### src/rtl/traffic_pkg.sv
// Shared types and helpers for the two-approach traffic phase scheduler.
//   phase_e      : controller state code, also exported on the Phase port
//   LIGHT_*      : two-bit lamp driver codes
//   to_bcd()     : binary 0..99 to two packed BCD digits {tens, units}
package traffic_pkg;

    typedef enum logic [2:0] {
        INIT_RED = 3'd0,
        A_GREEN  = 3'd1,
        A_YELLOW = 3'd2,
        RED_AB   = 3'd3,
        B_GREEN  = 3'd4,
        B_YELLOW = 3'd5,
        RED_BA   = 3'd6
    } phase_e;

    localparam logic [1:0] LIGHT_RED    = 2'b00;
    localparam logic [1:0] LIGHT_YELLOW = 2'b01;
    localparam logic [1:0] LIGHT_GREEN  = 2'b10;

    // Valid for 0..99. Used both on parameters at elaboration and on the
    // runtime extension length, which is bounded by GREEN_MAX <= 99.
    function automatic logic [7:0] to_bcd(input logic [6:0] v);
        logic [6:0] tens;
        logic [6:0] units;
        tens  = v / 7'd10;
        units = v % 7'd10;
        return {tens[3:0], units[3:0]};
    endfunction

endpackage

### src/rtl/bcd_down_counter.sv
// Two-digit BCD down counter used as the phase timer.
//   clk, rst_n : clock, asynchronous active-low reset (loads RST_VAL)
//   load       : synchronous load of load_val, takes priority over dec
//   load_val   : BCD value {tens, units}
//   dec        : decrement by one (held at 00, which a phase never reaches)
//   cnt        : current BCD value
//   is_one     : cnt == 01, marks the final second of a phase
module bcd_down_counter #(
    parameter logic [7:0] RST_VAL = 8'h02
) (
    input  logic       clk,
    input  logic       rst_n,
    input  logic       load,
    input  logic [7:0] load_val,
    input  logic       dec,
    output logic [7:0] cnt,
    output logic       is_one
);

    logic [7:0] cnt_q;
    logic [7:0] cnt_d;

    always_comb begin
        cnt_d = cnt_q;
        if (load) begin
            cnt_d = load_val;
        end else if (dec && cnt_q != 8'h00) begin
            if (cnt_q[3:0] == 4'd0) begin
                cnt_d = {cnt_q[7:4] - 4'd1, 4'd9};
            end else begin
                cnt_d = {cnt_q[7:4], cnt_q[3:0] - 4'd1};
            end
        end
    end

    always_ff @(posedge clk or negedge rst_n) begin
        if (!rst_n) begin
            cnt_q <= RST_VAL;
        end else begin
            cnt_q <= cnt_d;
        end
    end

    assign cnt    = cnt_q;
    assign is_one = (cnt_q == 8'h01);

endmodule

### src/rtl/traffic_phase_scheduler.sv
// Right-of-way sequencer for a two-approach intersection: timed
// green/yellow/all-red cycle, traffic-actuated green extensions, latched
// call buttons and per-approach two-digit BCD countdown displays.
//   CLK, R             : clock, asynchronous active-low reset
//   A, B               : call buttons
//   A_Traffic,B_Traffic: vehicle presence (level), looked at on ending ticks
//   A_Time_H/L, B_Time_H/L : BCD countdown digits per approach
//   A_Light, B_Light   : lamp codes (00 red, 01 yellow, 10 green)
//   Phase              : current state code
module traffic_phase_scheduler
    import traffic_pkg::*;
#(
    parameter int unsigned TICK_DIV  = 10,
    parameter int unsigned GREEN_MIN = 20,
    parameter int unsigned GREEN_MAX = 60,
    parameter int unsigned EXT       = 10,
    parameter int unsigned YELLOW    = 3,
    parameter int unsigned ALL_RED   = 2
) (
    input  logic       CLK,
    input  logic       R,
    input  logic       A,
    input  logic       B,
    input  logic       A_Traffic,
    input  logic       B_Traffic,
    output logic [3:0] A_Time_L,
    output logic [3:0] A_Time_H,
    output logic [3:0] B_Time_L,
    output logic [3:0] B_Time_H,
    output logic [1:0] A_Light,
    output logic [1:0] B_Light,
    output logic [2:0] Phase
);

    localparam int          PW       = $clog2(TICK_DIV);
    localparam logic [PW-1:0] PRE_TOP = PW'(TICK_DIV - 1);
    localparam logic [6:0]  GMAX7    = 7'(GREEN_MAX);
    localparam logic [6:0]  EXT7     = 7'(EXT);
    localparam logic [7:0]  GMIN_BCD = to_bcd(7'(GREEN_MIN));
    localparam logic [7:0]  YEL_BCD  = to_bcd(7'(YELLOW));
    localparam logic [7:0]  RED_BCD  = to_bcd(7'(ALL_RED));

    phase_e        state_q, state_d;
    logic [PW-1:0] presc_q, presc_d;
    logic [6:0]    elapsed_q, elapsed_d;
    logic          req_a_q, req_a_d;
    logic          req_b_q, req_b_d;
    logic [1:0]    a_light_q, a_light_d;
    logic [1:0]    b_light_q, b_light_d;

    logic          tick;
    logic          ending;
    logic          cnt_is_one;
    logic [7:0]    cnt;
    logic [7:0]    cnt_val;
    logic [6:0]    elapsed_now;
    logic [6:0]    green_left;
    logic [6:0]    ext_len;
    logic          ext_ok_a;
    logic          ext_ok_b;
    logic          in_green;
    logic          enter_a;
    logic          enter_b;
    logic          show_both;

    bcd_down_counter #(.RST_VAL(RED_BCD)) u_phase_cnt (
        .clk      (CLK),
        .rst_n    (R),
        .load     (ending),
        .load_val (cnt_val),
        .dec      (tick),
        .cnt      (cnt),
        .is_one   (cnt_is_one)
    );

    always_comb begin
        tick    = (presc_q == PRE_TOP);
        presc_d = tick ? '0 : presc_q + 1'b1;
        ending  = tick && cnt_is_one;

        // Elapsed including the tick being consumed now, so the decision at
        // the end of the minimum green sees exactly GREEN_MIN seconds.
        elapsed_now = elapsed_q + 7'd1;
        green_left  = GMAX7 - elapsed_now;
        ext_len     = (green_left < EXT7) ? green_left : EXT7;
        ext_ok_a    = A_Traffic && !B_Traffic && !req_b_q && (elapsed_now < GMAX7);
        ext_ok_b    = B_Traffic && !A_Traffic && !req_a_q && (elapsed_now < GMAX7);

        state_d = state_q;
        cnt_val = RED_BCD;
        if (ending) begin
            case (state_q)
                INIT_RED: begin state_d = A_GREEN;  cnt_val = GMIN_BCD; end
                A_GREEN: begin
                    if (ext_ok_a) begin
                        cnt_val = to_bcd(ext_len);
                    end else begin
                        state_d = A_YELLOW;
                        cnt_val = YEL_BCD;
                    end
                end
                A_YELLOW: begin state_d = RED_AB;   cnt_val = RED_BCD;  end
                RED_AB:   begin state_d = B_GREEN;  cnt_val = GMIN_BCD; end
                B_GREEN: begin
                    if (ext_ok_b) begin
                        cnt_val = to_bcd(ext_len);
                    end else begin
                        state_d = B_YELLOW;
                        cnt_val = YEL_BCD;
                    end
                end
                B_YELLOW: begin state_d = RED_BA;   cnt_val = RED_BCD;  end
                RED_BA:   begin state_d = A_GREEN;  cnt_val = GMIN_BCD; end
                default:  begin state_d = INIT_RED; cnt_val = RED_BCD;  end
            endcase
        end

        in_green = (state_q == A_GREEN) || (state_q == B_GREEN);
        enter_a  = (state_d == A_GREEN) && (state_q != A_GREEN);
        enter_b  = (state_d == B_GREEN) && (state_q != B_GREEN);

        elapsed_d = elapsed_q;
        if (enter_a || enter_b) begin
            elapsed_d = '0;
        end else if (tick && in_green) begin
            elapsed_d = elapsed_now;
        end

        // Clear on green entry wins over a coincident press.
        req_a_d = (req_a_q || (A && a_light_q != LIGHT_GREEN)) && !enter_a;
        req_b_d = (req_b_q || (B && b_light_q != LIGHT_GREEN)) && !enter_b;

        a_light_d = LIGHT_RED;
        b_light_d = LIGHT_RED;
        case (state_d)
            A_GREEN:  a_light_d = LIGHT_GREEN;
            A_YELLOW: a_light_d = LIGHT_YELLOW;
            B_GREEN:  b_light_d = LIGHT_GREEN;
            B_YELLOW: b_light_d = LIGHT_YELLOW;
            default:  ;
        endcase
    end

    always_ff @(posedge CLK or negedge R) begin
        if (!R) begin
            state_q   <= INIT_RED;
            presc_q   <= '0;
            elapsed_q <= '0;
            req_a_q   <= 1'b0;
            req_b_q   <= 1'b0;
            a_light_q <= LIGHT_RED;
            b_light_q <= LIGHT_RED;
        end else begin
            state_q   <= state_d;
            presc_q   <= presc_d;
            elapsed_q <= elapsed_d;
            req_a_q   <= req_a_d;
            req_b_q   <= req_b_d;
            a_light_q <= a_light_d;
            b_light_q <= b_light_d;
        end
    end

    // During the all-red states both approaches count down the clearance.
    assign show_both = (state_q == INIT_RED) || (state_q == RED_AB) || (state_q == RED_BA);

    assign {A_Time_H, A_Time_L} = (show_both || a_light_q != LIGHT_RED) ? cnt : 8'h00;
    assign {B_Time_H, B_Time_L} = (show_both || b_light_q != LIGHT_RED) ? cnt : 8'h00;
    assign A_Light = a_light_q;
    assign B_Light = b_light_q;
    assign Phase   = state_q;

endmodule

### config.mk
export PLATFORM = sky130hd
export DESIGN_NAME = traffic_phase_scheduler
export DESIGN_NICKNAME = d
export VERILOG_FILES = /design/src/rtl/traffic_pkg.sv /design/src/rtl/bcd_down_counter.sv /design/src/rtl/traffic_phase_scheduler.sv
export SDC_FILE = /design/constraint.sdc
export NUM_CORES = 1
export LEC_CHECK = 0
export ABC_AREA = 1
export CAP_MARGIN = 20
export CORE_ASPECT_RATIO = 0.6
export CORE_UTILIZATION = 40
export DETAILED_ROUTE_END_ITERATION = 12
export HOLD_SLACK_MARGIN = 0.12
export PLACE_DENSITY_LB_ADDON = 0.08
export RECOVER_POWER = 100
export SYNTH_ARGS = -nofsm -noshare
export SYNTH_HDL_FRONTEND = slang
export SYNTH_SLANG_ARGS = --single-unit
### constraint.sdc
create_clock -name CLK -period 2.8 [get_ports CLK]
set_input_delay 0.42 -clock CLK [delete_from_list [all_inputs] [get_ports CLK]]
set_output_delay 0.42 -clock CLK [all_outputs]
set_load 0.01 [all_outputs]
==> impl_metrics.tcl <==
set metrics [dict create \
    crit_chain "inv_1 -> nand2_1 -> nand2_1 -> o21ai_0 -> inv_1 -> nor2_2 -> inv_1 -> nor3_1 -> buf_4 -> nor2_1 -> clkdlybuf4s50_1" \
    grt_pass1_wl_um 8240 \
    num_rows 19 \
    gp_congestion 0.928 \
    synth_edf_count 0 \
    vias_per_cell 4.96 \
    ys_types 31 \
    dpl_worst_slack_ps 264 \
    worstPathRequired_ps 2380 \
    antenna_cells 0 \
    ys_seq_area_frac 0.354 \
    hold_path.class "register to register" \
    crit_family "buffers and inverters" \
    dpl.cell_count 390 \
    setup_viol 0 \
    clk_transition_reported_paths_ps 100 \
    drive_above_1_share 0.0991 \
    io_pins 29 \
    grt_pass1_vias 1671 \
    layout.cells.non_filler 396 \
    outcome "completed" \
    p_leak_nw 1.22 \
    cp.arrival_ps 2150 \
    netlist_area_sq_um 1980 \
    start_util 0.426 \
    track_usage 0.199 \
    power_mw 0.680 \
    synthArstFlopShare 1.00 \
    max_freq_ghz 0.389 \
    fin_ws_ps 226 \
    remaining_drc_errors 0 \
    yosys_warnings 0 \
    post-route-min-period_ps 2570 \
    worstSetupPathType "register to output port" \
    grt_setup_unrepaired "false" \
    slowest_delay_ps 480 \
    peakVddDrop_v 0.000190 \
    crit_buf_inv 5 \
    numCtsBuffers 3 \
    p_clk_frac 0.382 \
    clockBufferDepth 2 \
    crit_fanout 8 \
    wl_um 4780 \
    first_pass_iters 5 \
    antenna_found_initial 0 \
    syn_area_per_cell_sq_um 6.70 \
    syn_to_final_growth_pct 21.2 \
    fin_nets 345 \
    p_per_area_nw_per_um2 283 \
    drtAntennaViolNets 0 \
    hpwl_um 3830 \
    cts-htree-levels 1 \
    start_kind "register" \
    dieArea_sq_um 5260 \
    ys_ff_latch 28 \
    vias 1966 \
    io_buffers 28 \
    crit_path_frequent_cell "inv_1" \
    die_x_um 92.9 \
    switching_power_mw 0.143 \
    grt_overflow_total 0 \
    p_sw_frac 0.210 \
    min_period_over_period 0.919 \
    critPathSlowestCell "clkdlybuf4s50_1" \
    skew_ps 1.64 \
    clock_latency_ps 280 \
    fp.dieH_um 56.6 \
    drv_cap 0 \
    end_kind "output port" \
    hold_violations 0 \
    root_buffer "clkbuf_8" \
    cts_tree "built" \
    slew_viol_final 0 \
    synth_nets 307 \
    power_frac_comb 0.024 \
    seqPwrFrac 0.594 \
    grt_max_degree 18 \
    p_int_mw 0.537 \
    wl_per_cell_um 12.1 \
    first_iter_violations 148 \
    worst_pin_slew_ps 963 \
    tns_ps 0 \
    maxSlewHeadroom 0.358 \
    synth_top_flop_cell "dfrtp_1" \
    fillers 482 \
    clock-sinks 28 \
    core_area_sq_um 4660 \
    syn_inst 296 \
]
## worst paths after layout
path                       slack [ps]  cells past startpoint         start                 end
min                               520                      1    presc_q[0]          presc_q[0]
min reg2reg                       520                      1    presc_q[0]          presc_q[0]
min in group asynchronous         540                      1             R        elapsed_q[6]
max                               230                     11      Phase[0]         B_Time_L[0]
max in group asynchronous         960                      2             R        elapsed_q[0]
max reg2reg                       240                     17  elapsed_q[0]  u_phase_cnt.cnt[1]
## flip-flops by register name, indices dropped and copies added, names as in the netlist
| signal | count |
|---|---|
| B_Light | 2 |
| u_phase_cnt.cnt | 8 |
| Phase | 3 |
| req_a_q | 1 |
| req_b_q | 1 |
| presc_q | 4 |
| elapsed_q | 7 |
| A_Light | 2 |
## stage by stage
stage | area, sq um | hold slack (ps) | utilization
finish | 2410 | 519 | 0.516
global route | 2410 | 544 | 0.516
CTS | 2430 | 526 | 0.522
detailed placement | 2380 | 519 | 0.510
global placement | 2380 | 509 | 0.510
floorplan | 1980 | 124 | -
## power by group through the flow
stage	registers [mW]	clock network [mW]	logic, mW
4_1_cts	0.404	0.272	0.0205
5_1_grt	0.404	0.283	0.0192
6_report	0.404	0.260	0.0161
3_3_place_gp	0.412	0	0.0204
2_1_floorplan	0.412	0	0.00121
3_5_place_dp	0.412	0	0.0205
## layer usage
metal / vias up / track usage / part of all wire
li1: 1020 / - / -
met1: 881 / 0.332 / 0.54
met2: 61 / 0.256 / 0.39
met3: 4 / 0.0420 / 0.065
met4: 0 / 0.0330 / 0.0048
met5: - / 0 / 0
## cell usage in the layout, fill, tap and decap left out
cell | Yosys | routed
nand2_1 | 64 | 64
nor2_1 | 50 | 49
inv_1 | 47 | 48
dfrtp_1 | 27 | 26
nand3_1 | 20 | 21
clkdlybuf4s50_1 | 0 | 20
a21oi_1 | 13 | 14
o21ai_0 | 13 | 13
nor3_1 | 6 | 9
nand2_2 | 8 | 8
dlygate4sd3_1 | 0 | 8
nand4_1 | 5 | 5
nor2_2 | 4 | 5
ha_1 | 5 | 5
inv_2 | 5 | 4
clkbuf_8 | 0 | 4
buf_4 | 0 | 4
o21ai_1 | 3 | 3
o22ai_1 | 3 | 3
o211ai_1 | 3 | 3
nor2_4 | 2 | 2
a21oi_2 | 3 | 2
a31oi_1 | 2 | 2
clkinv_1 | 1 | 1
nand4_2 | 1 | 1
nand2_4 | 1 | 1
xor2_1 | 1 | 1
a21boi_0 | 1 | 1
o21bai_1 | 1 | 1
a21boi_1 | 1 | 1
o21a_1 | 1 | 1
dfrtp_2 | 0 | 1
clkbuf_1 | 0 | 1
dfstp_2 | 1 | 1
## final cells by class
cell class | count | area (sq um) | area share
multi-input combinational | 215 | 1060 | 0.439
sequential | 28 | 703 | 0.292
timing repair buffer | 33 | 314 | 0.131
inverter | 53 | 199 | 0.0827
tap | 63 | 78.8 | 0.0328
clock buffer | 4 | 55.1 | 0.0229
## synthesized netlist by cell type (2+ instances only)
cell type | instances | area, sq um
nand2_2 | 8 | 50.1
dfrtp_1 | 27 | 676
nor2_1 | 50 | 188
nand4_1 | 5 | 31.3
o21ai_0 | 13 | 65.1
o22ai_1 | 3 | 18.8
inv_1 | 47 | 176
nor2_2 | 4 | 25.0
nor2_4 | 2 | 22.5
nand3_1 | 20 | 100
a21oi_1 | 13 | 65.1
o211ai_1 | 3 | 22.5
nor3_1 | 6 | 30.0
nor3_2 | 2 | 20.0
a31oi_1 | 2 | 12.5
inv_2 | 5 | 18.8
o21ai_1 | 3 | 15.0
nand2_1 | 64 | 240
ha_1 | 5 | 62.6
a21oi_2 | 3 | 26.3
## logic make-up (layout without fill, tap and decap cells)
| kind of cell | Yosys count | after routing | share of synthesized area |
|---|---|---|---|
| flops | 28 | 28 | 0.354 |
| buf+inv | 53 | 90 | 0.100 |
| compound gates | 44 | 44 | 0.129 |
| simple gates | 165 | 165 | 0.381 |
| xor+xnor | 1 | 1 | 0.00441 |
| fa+ha+maj | 5 | 5 | 0.0315 |
## repair_timing
item / in CTS / in global routing
gates resized for setup: 0 / 2
setup endpoints to repair: 0 / 17
setup buffers: 0 / 2
hold buffers: 0 / 0
endpoints found under the hold margin: 0 / 0
(Power assumes the default switching activity.)
